[src/rtl/bcd_display_ctrl.sv]
// Binary-to-BCD display controller: double-dabble conversion of a calculator result,
// then time-multiplexed drive of a 4-digit common-segment 7-segment display.
module bcd_display_ctrl #(
   parameter int IN_W     = 14,
   parameter int SCAN_DIV = 100000
) (
   input  logic            clk,
   input  logic            rst_n,
   input  logic            start,
   input  logic [IN_W-1:0] value,
   input  logic            lz_blank,
   output logic            busy,
   output logic            done,
   output logic            ovf,
   output logic [3:0]      digit_thou,
   output logic [3:0]      digit_hund,
   output logic [3:0]      digit_tens,
   output logic [3:0]      digit_ones,
   output logic [3:0]      an,
   output logic [6:0]      seg
);

   localparam int          CNT_W = $clog2(IN_W + 1);
   localparam int          PS_W  = (SCAN_DIV > 1) ? $clog2(SCAN_DIV) : 1;
   localparam logic [15:0] DASH4 = 16'hAAAA;

   typedef enum logic [1:0] {
      S_IDLE  = 2'd0,
      S_SHIFT = 2'd1,
      S_DONE  = 2'd2
   } state_t;

   state_t          r_state;
   state_t          w_state_nxt;

   logic [IN_W-1:0] r_bin;
   logic [15:0]     r_bcd;
   logic [CNT_W-1:0] r_cnt;
   logic            r_ovf_flag;
   logic [15:0]     r_digits;
   logic            r_ovf;

   logic [PS_W-1:0] r_presc;
   logic [1:0]      r_idx;
   logic [3:0]      r_an;
   logic [6:0]      r_seg;

   logic            w_val_ovf;
   logic            w_last_shift;
   logic [15:0]     w_bcd_adj;
   logic [3:0]      w_cur;
   logic            w_upper_zero;
   logic            w_blank;
   logic [3:0]      w_an_nxt;
   logic [6:0]      w_seg_nxt;

   function automatic logic [15:0] f_add3(input logic [15:0] b);
      logic [15:0] r;
      r = b;
      for (int i = 0; i < 4; i++) begin
         if (r[4*i +: 4] >= 4'd5) r[4*i +: 4] = r[4*i +: 4] + 4'd3;
      end
      return r;
   endfunction

   function automatic logic [6:0] f_seg7(input logic [3:0] d);
      logic [6:0] s;
      case (d)
         4'h0:    s = 7'b1000000;
         4'h1:    s = 7'b1111001;
         4'h2:    s = 7'b0100100;
         4'h3:    s = 7'b0110000;
         4'h4:    s = 7'b0011001;
         4'h5:    s = 7'b0010010;
         4'h6:    s = 7'b0000010;
         4'h7:    s = 7'b1111000;
         4'h8:    s = 7'b0000000;
         4'h9:    s = 7'b0010000;
         4'hA:    s = 7'b0111111;
         default: s = 7'b1111111;
      endcase
      return s;
   endfunction

   assign w_val_ovf    = 32'(value) > 32'd9999;
   assign w_last_shift = (r_cnt == CNT_W'(1));
   assign w_bcd_adj    = f_add3(r_bcd);

   always_ff @(posedge clk or negedge rst_n) begin
      if (!rst_n) r_state <= S_IDLE;
      else        r_state <= w_state_nxt;
   end

   always_comb begin
      w_state_nxt = r_state;
      busy        = 1'b0;
      done        = 1'b0;
      case (r_state)
         S_IDLE: begin
            if (start) w_state_nxt = w_val_ovf ? S_DONE : S_SHIFT;
         end
         S_SHIFT: begin
            busy = 1'b1;
            if (w_last_shift) w_state_nxt = S_DONE;
         end
         S_DONE: begin
            busy        = 1'b1;
            done        = 1'b1;
            w_state_nxt = S_IDLE;
         end
         default: w_state_nxt = S_IDLE;
      endcase
   end

   // Conversion datapath; committed digits change only in DONE so the display never sees partial BCD
   always_ff @(posedge clk or negedge rst_n) begin
      if (!rst_n) begin
         r_bin      <= '0;
         r_bcd      <= '0;
         r_cnt      <= '0;
         r_ovf_flag <= 1'b0;
         r_digits   <= '0;
         r_ovf      <= 1'b0;
      end else begin
         case (r_state)
            S_IDLE: begin
               if (start) begin
                  r_bin      <= value;
                  r_bcd      <= '0;
                  r_cnt      <= CNT_W'(IN_W);
                  r_ovf_flag <= w_val_ovf;
               end
            end
            S_SHIFT: begin
               {r_bcd, r_bin} <= {w_bcd_adj[14:0], r_bin, 1'b0};
               r_cnt          <= r_cnt - CNT_W'(1);
            end
            S_DONE: begin
               r_digits <= r_ovf_flag ? DASH4 : r_bcd;
               r_ovf    <= r_ovf_flag;
            end
            default: ;
         endcase
      end
   end

   always_comb begin
      w_cur        = r_digits[3:0];
      w_upper_zero = 1'b0;
      case (r_idx)
         2'd0: w_cur = r_digits[3:0];
         2'd1: begin
            w_cur        = r_digits[7:4];
            w_upper_zero = (r_digits[15:4] == 12'd0);
         end
         2'd2: begin
            w_cur        = r_digits[11:8];
            w_upper_zero = (r_digits[15:8] == 8'd0);
         end
         default: begin
            w_cur        = r_digits[15:12];
            w_upper_zero = (r_digits[15:12] == 4'd0);
         end
      endcase
      // Ones digit never blanks: w_upper_zero stays 0 for slot 0
      w_blank   = lz_blank && !r_ovf && w_upper_zero;
      w_an_nxt  = w_blank ? 4'b1111 : ~(4'b0001 << r_idx);
      w_seg_nxt = w_blank ? 7'b1111111 : f_seg7(w_cur);
   end

   // Free-running scanner, independent of the conversion FSM
   always_ff @(posedge clk or negedge rst_n) begin
      if (!rst_n) begin
         r_presc <= '0;
         r_idx   <= 2'd0;
         r_an    <= 4'b1111;
         r_seg   <= 7'b1111111;
      end else begin
         if (r_presc == PS_W'(SCAN_DIV - 1)) begin
            r_presc <= '0;
            r_idx   <= r_idx + 2'd1;
         end else begin
            r_presc <= r_presc + PS_W'(1);
         end
         r_an  <= w_an_nxt;
         r_seg <= w_seg_nxt;
      end
   end

   assign ovf        = r_ovf;
   assign digit_thou = r_digits[15:12];
   assign digit_hund = r_digits[11:8];
   assign digit_tens = r_digits[7:4];
   assign digit_ones = r_digits[3:0];
   assign an         = r_an;
   assign seg        = r_seg;

endmodule

[config.mk]
export PLATFORM = sky130hd
export DESIGN_NAME = bcd_display_ctrl
export DESIGN_NICKNAME = d
export VERILOG_FILES = /design/src/rtl/bcd_display_ctrl.sv
export SDC_FILE = /design/constraint.sdc
export NUM_CORES = 1
export LEC_CHECK = 0
export CAP_MARGIN = 20
export CORE_MARGIN = 8
export CORE_UTILIZATION = 56
export DETAILED_ROUTE_END_ITERATION = 12
export GPL_ROUTABILITY_DRIVEN = 1
export PLACE_DENSITY = 0.75
export SKIP_CTS_REPAIR_TIMING = 1
export SLEW_MARGIN = 20
export SYNTH_ARGS = -nofsm -noshare
export SYNTH_HDL_FRONTEND = slang
export SYNTH_SLANG_ARGS = --single-unit
[constraint.sdc]
create_clock -name clk -period 2.15 [get_ports clk]
set_clock_uncertainty 0.05 [all_clocks]
set_input_delay 0.43 -clock clk [delete_from_list [all_inputs] [get_ports clk]]
set_output_delay 0.43 -clock clk [all_outputs]
set_load 0.01 [all_outputs]
Word level (Yosys, flattened, before mapping)
Memories as Yosys holds them, arrays and structs flattened.
Index checks and enable logic that the tools add are counted.
W data, S select, Z words.
- equality and inequality tests: 8
- reduce and logical (&&, ||, !) cells: 13
- add/subtract/negate cells: 7
- order comparisons: 5
- shifts and indexed selects: 1
- mux-type cells: 22
- bitwise gates (word level): 1
- operators by type and width (cell ; count):
    $mux W16 ; 2
    $pmux W16 S2 ; 1
    $pmux W14 S2 ; 1
    $mux W4 ; 5
    $add A17 B1 Y17 const B ; 1
    $eq A17 B17 Y1 const B ; 1
    $mux W17 ; 1
    $ge A4 B3 Y1 const B ; 4
    $gt A14 B14 Y1 const B ; 1
    $mux W14 ; 1
    $add A4 B2 Y4 const B ; 3
    $logic_not A12 Y1 ; 1
    $pmux W4 S3 ; 1
    $logic_not A8 Y1 ; 1
    $pmux W4 S2 ; 1
    $mux W7 ; 1
    $mux W2 ; 3
    $reduce_and A2 Y1 ; 3
    $eq A2 B1 Y1 const B ; 2
    $eq A2 B2 Y1 const B ; 2
    $eq A4 B1 Y1 const B ; 1
    $logic_not A2 Y1 ; 2
    $logic_not A4 Y1 ; 1
    $ne A2 B2 Y1 const B ; 2
    other kinds (13) ; 15
- ROM bits: 112
- word-level logic and storage cells: 69
- memories kept: 1
- bits of input ports: 18
- register bits: 84
- memories (memory ; depth ; width ; rd ports ; clocked after Yosys merged registers in ; wr ports ; RTL line ; source):
    (no name shown) ; 16 ; 7 ; 1 ; 0 ; 0 ; 68 ; case (d)

Longest topological paths before layout
- depth after elaboration: 4
- gate-level depth with buffers: 8
- gate-level depth less buffers: 8

Worst setup path before layout
Ideal clock, no wire load.
- path kind: register -> register
- start: register r_idx[0]
- end: register r_seg[3], in the netlist seg[3]
- arrival time: 1799 ps
- setup time: 90 ps
- setup slack: 211 ps
- stages on the path, launching flop included: 9
- cell sequence: dfrtp_1 inv_1 ha_1 a222oi_1 mux2i_1 inv_1 ha_1 o21ai_0 nand4_1
- cells in the longest elaborated chain, start to end: 4
- elaborated cells between the ends (all ways): 8
- those cells by class: eq/ne: 2; mux: 3; reduce/logical: 2; memory: 1
- RTL lines (what ; RTL line ; source):
    start, declared ; 44 ; logic [1:0] r_idx;
    start signal, assigned ; 181 ; r_idx <= r_idx + 2'd1;
    $eq A2 B2 Y1 (tied with other cells) ; 150 ; case (r_idx)
    $pmux W4 S3 / $pmux W1 S3 (equally long branches) ; 150 ;
    $mem_v2 Z16 W7 / $logic_and A1 B1 Y1 (equally long branches) ; -- ;
    $mux W7 (*) ; 168 ; w_seg_nxt = w_blank ? 7'b1111111 : f_seg7(w_cur);
    named net w_seg_nxt[3] ; 55 ; logic [6:0] w_seg_nxt;
    end signal, assigned ; 186 ; r_seg <= w_seg_nxt;
    end, declared ; 46 ; logic [6:0] r_seg;
Mark *: on every way through the listed nets, which the timed path passes. The rest lies on a longest branch.
A chain may end at the register's enable or synchronous reset.

Final worst setup path
Same ends and word-level chain as after synthesis.

==> impl_metrics.py <==
metrics = {
    "placed_design": {
        "gp_congestion": 0.810,
        "hpwl_um": 6780,
        "dp.cells": 571,
        "portBuffers": 47,
        "dpl_cell_area_um2": 4990,
    },
    "die": {
        "rows": 32,
        "initial_core_util_pct": 57.1,
        "die_h_um": 104,
        "core_region_area_um2": 7610,
        "ios": 48,
        "die_area_um2": 10800,
        "die_w_um": 104,
    },
    "detailed_routing": {
        "wl_met2_um": 5020,
        "drc": 0,
        "avgRoutedWirePerCell_um": 16.4,
        "met1_length_um": 4250,
        "dr_total_vias": 3427,
        "firstDrtPassIters": 5,
        "via_per_inst": 5.76,
        "ant_nets": 0,
        "dr.first_iter.drc_count": 155,
        "routed.top_layer": "met4",
        "wl_um": 9780,
        "wl_met3_um": 381,
    },
    "clock_network": {
        "clockBufferDepth": 2,
        "cts_htree_levels": 3,
        "cts_buffers": 9,
        "clk_latency_ps": 350,
        "cts.sinks": 84,
        "cts_tree": "yes",
        "clkTransAtPathRegs_ps": 80,
        "clock_tree.root_cell": "clkbuf_8",
    },
    "timing": {
        "max_slew_margin_pct": 61.8,
        "fmax_ghz": 0.467,
        "hold_viol_final": 0,
        "hold_ws_ps": 20.6,
        "timing_max_transition_violations_final": 0,
        "finalSetupViolCount": 0,
        "worst_pin_slew_ps": 569,
        "period_minus_slack_ps": 2140,
        "min_period_over_period_pct": 99.5,
    },
    "hold_path": {
        "hp-class": "in2async",
    },
    "worst_setup_path": {
        "r2r-start": "r_idx[0]",
        "worstSetupPathType": "reg2reg",
        "worst-path-stages": 8,
        "critPathMaxStageDelay_ps": 520,
        "cp_common_cell": "inv_2",
        "reg2regPathDepth": 8,
        "slowest_stage": "a222oi_1",
        "reg2reg_slack_ps": 10,
        "critical_path.cell_chain": "inv_2 -> ha_2 -> a222oi_1 -> mux2i_4 -> inv_2 -> ha_4 -> o21ai_1 -> nand4_1",
        "worstPathArrival_ps": 2340,
        "worstSetupStartpointType": "flip-flop",
        "cp-end-kind": "flip-flop",
        "crit_fanout": 5,
        "worstReg2RegEnd": "seg[3]",
        "cp_num_buf_inv": 2,
        "crit_family": "compound AO/OA/AOI/OAI gates",
        "cp.required_ps": 2350,
    },
    "power_and_ir_drop": {
        "leakage_nw": 2.24,
        "powerDensity_nw_per_um2": 1060,
        "p_sw_mw": 2.03,
        "clkPwrFrac_pct": 18.7,
        "swShare_pct": 36.0,
        "p_int_mw": 3.60,
        "max-vdd-ir-drop_uv": 754,
        "p_seq_share_pct": 40.9,
        "p_comb_share_pct": 40.4,
    },
    "run": {
        "drv_cap": 0,
    },
    "final_layout": {
        "nets": 528,
        "drive_gt1_share_pct": 15.8,
        "antenna_cells": 0,
        "design_area_um2": 5290,
        "syn2layout_area_growth_pct": 21.9,
        "fin_cells": 595,
        "final_cell_mix": "dfrtp_1 (72), clkdlybuf4s50_1 (44), o21ai_0 (32), inv_1 (28)",
        "final_common_cell": "dfrtp_1",
    },
    "global_route": {
        "grt_antenna_before_repair": 0,
        "grt_max_degree": 42,
        "grt_usage_pct": 18.0,
        "grt_pass1_wl_um": 16200,
        "first_global_vias": 3346,
        "grt_remaining_overflow": 0,
    },
    "logic_synthesis": {
        "synth_cell_types": 52,
        "syn-instance-count": 426,
        "synth-edff-count": 0,
        "yosys_warnings": 0,
        "seq_area_frac_synth_pct": 48.7,
        "synth-async-reset-ratio_pct": 100,
        "netlist_area_um2": 4340,
        "synth_ff_type": "dfrtp_1",
        "synth_area_per_cell_um2": 10.2,
        "synthesis.nets": 466,
        "ys_ff_latch": 84,
    },
    "run_status": {
        "status": "finished, final reports clean",
    },
}
## cell families after synthesis
group | synth area share (%)
AO/OA/AOI/OAI | 16.5
AND/OR/NAND/NOR | 13.0
flip-flops | 48.7
buffers and inverters | 4.70
multiplexers | 6.14
XOR/XNOR | 4.64
adder cells (fa/ha/maj) | 6.34
## worst max-delay path by stage
stage | from | end | slack [ps]
after CTS | r_idx[0] | seg[3] | -130
after floorplan | r_idx[0] | seg[3] | 210
final | r_idx[0] | seg[3] | 10
after global routing | r_idx[0] | seg[4] | -60
after global placement | value[6] | r_state[1] | 80
after detailed placement | r_idx[0] | seg[3] | -100
## through the flow
step / TNS [ps] / power [mW] / setup WS [ps] / util [%]
floorplan: 0 / 3.59 / 211 / -
global placement: 0 / 4.37 / 83.0 / 65.6
detailed placement: -122 / 4.47 / -99.1 / 65.6
CTS: -204 / 5.54 / -127 / 68.0
global route: -148 / 5.99 / -56.9 / 69.6
finish: 0 / 5.63 / 9.98 / 69.6
## registers in the layout (all words and copies together) (netlist names), 2 cells and up
| signal | cells |
|---|---|
| r_bin | 14 |
| r_bcd | 16 |
| r_idx | 2 |
| an | 4 |
| r_digits | 16 |
| r_cnt | 4 |
| r_state | 2 |
| r_presc | 17 |
| seg | 7 |
## final cells by class
type,instances,area (um2)
inverters,33,126
well taps,102,128
clock inverters,1,5.00
flip-flops and latches,84,2120
repair buffers,69,663
multi-input cells,291,2080
fillers,601,2310
clock buffers,15,178
## metal layers
layer  track usage, %  vias to the layer above
li1                 -                     1660
met1             22.1                     1680
met2             30.3                       74
met3             4.71                       13
met4             5.17                        0
met5                0                        -
## cell usage after synthesis (3+ instances only)
library cell   n  area share (%)
o22ai_1       20             2.9
a22o_1         3            0.61
mux2_2        11             2.9
dfrtp_1       73              42
buf_2         10             1.2
and3_1         3            0.43
nand3_1       16             1.8
nor2_1        26             2.2
o21ai_1        3            0.35
o32ai_1        3            0.61
nand2_1       26             2.2
and4_1         3            0.61
a211oi_1       3            0.52
ha_1          22             6.3
nand2b_1       5            0.72
xor2_1         8             1.6
a21oi_1       21             2.4
nand4_1        6            0.86
o31ai_1        7             1.2
nand3b_1       8             1.4
inv_1         31             2.7
a222oi_1       4            0.92
nor3_1         6            0.69
dfstp_2       11             6.7
mux2i_1       10             2.3
clkbuf_1       8            0.69
o21ai_0       33             3.8
xnor2_1       15             3.0
a32o_1         4            0.92
## power by group through the flow
stage	clock [mW]	combinational (mW)	sequential, mW
final	1.05	2.27	2.30
after global routing	1.13	2.52	2.34
after CTS	1.08	2.16	2.30
after detailed placement	0	2.14	2.33
after global placement	0	2.07	2.30
after floorplan	0	1.30	2.28
No activity file was read; power rests on OpenSTA's default activity.
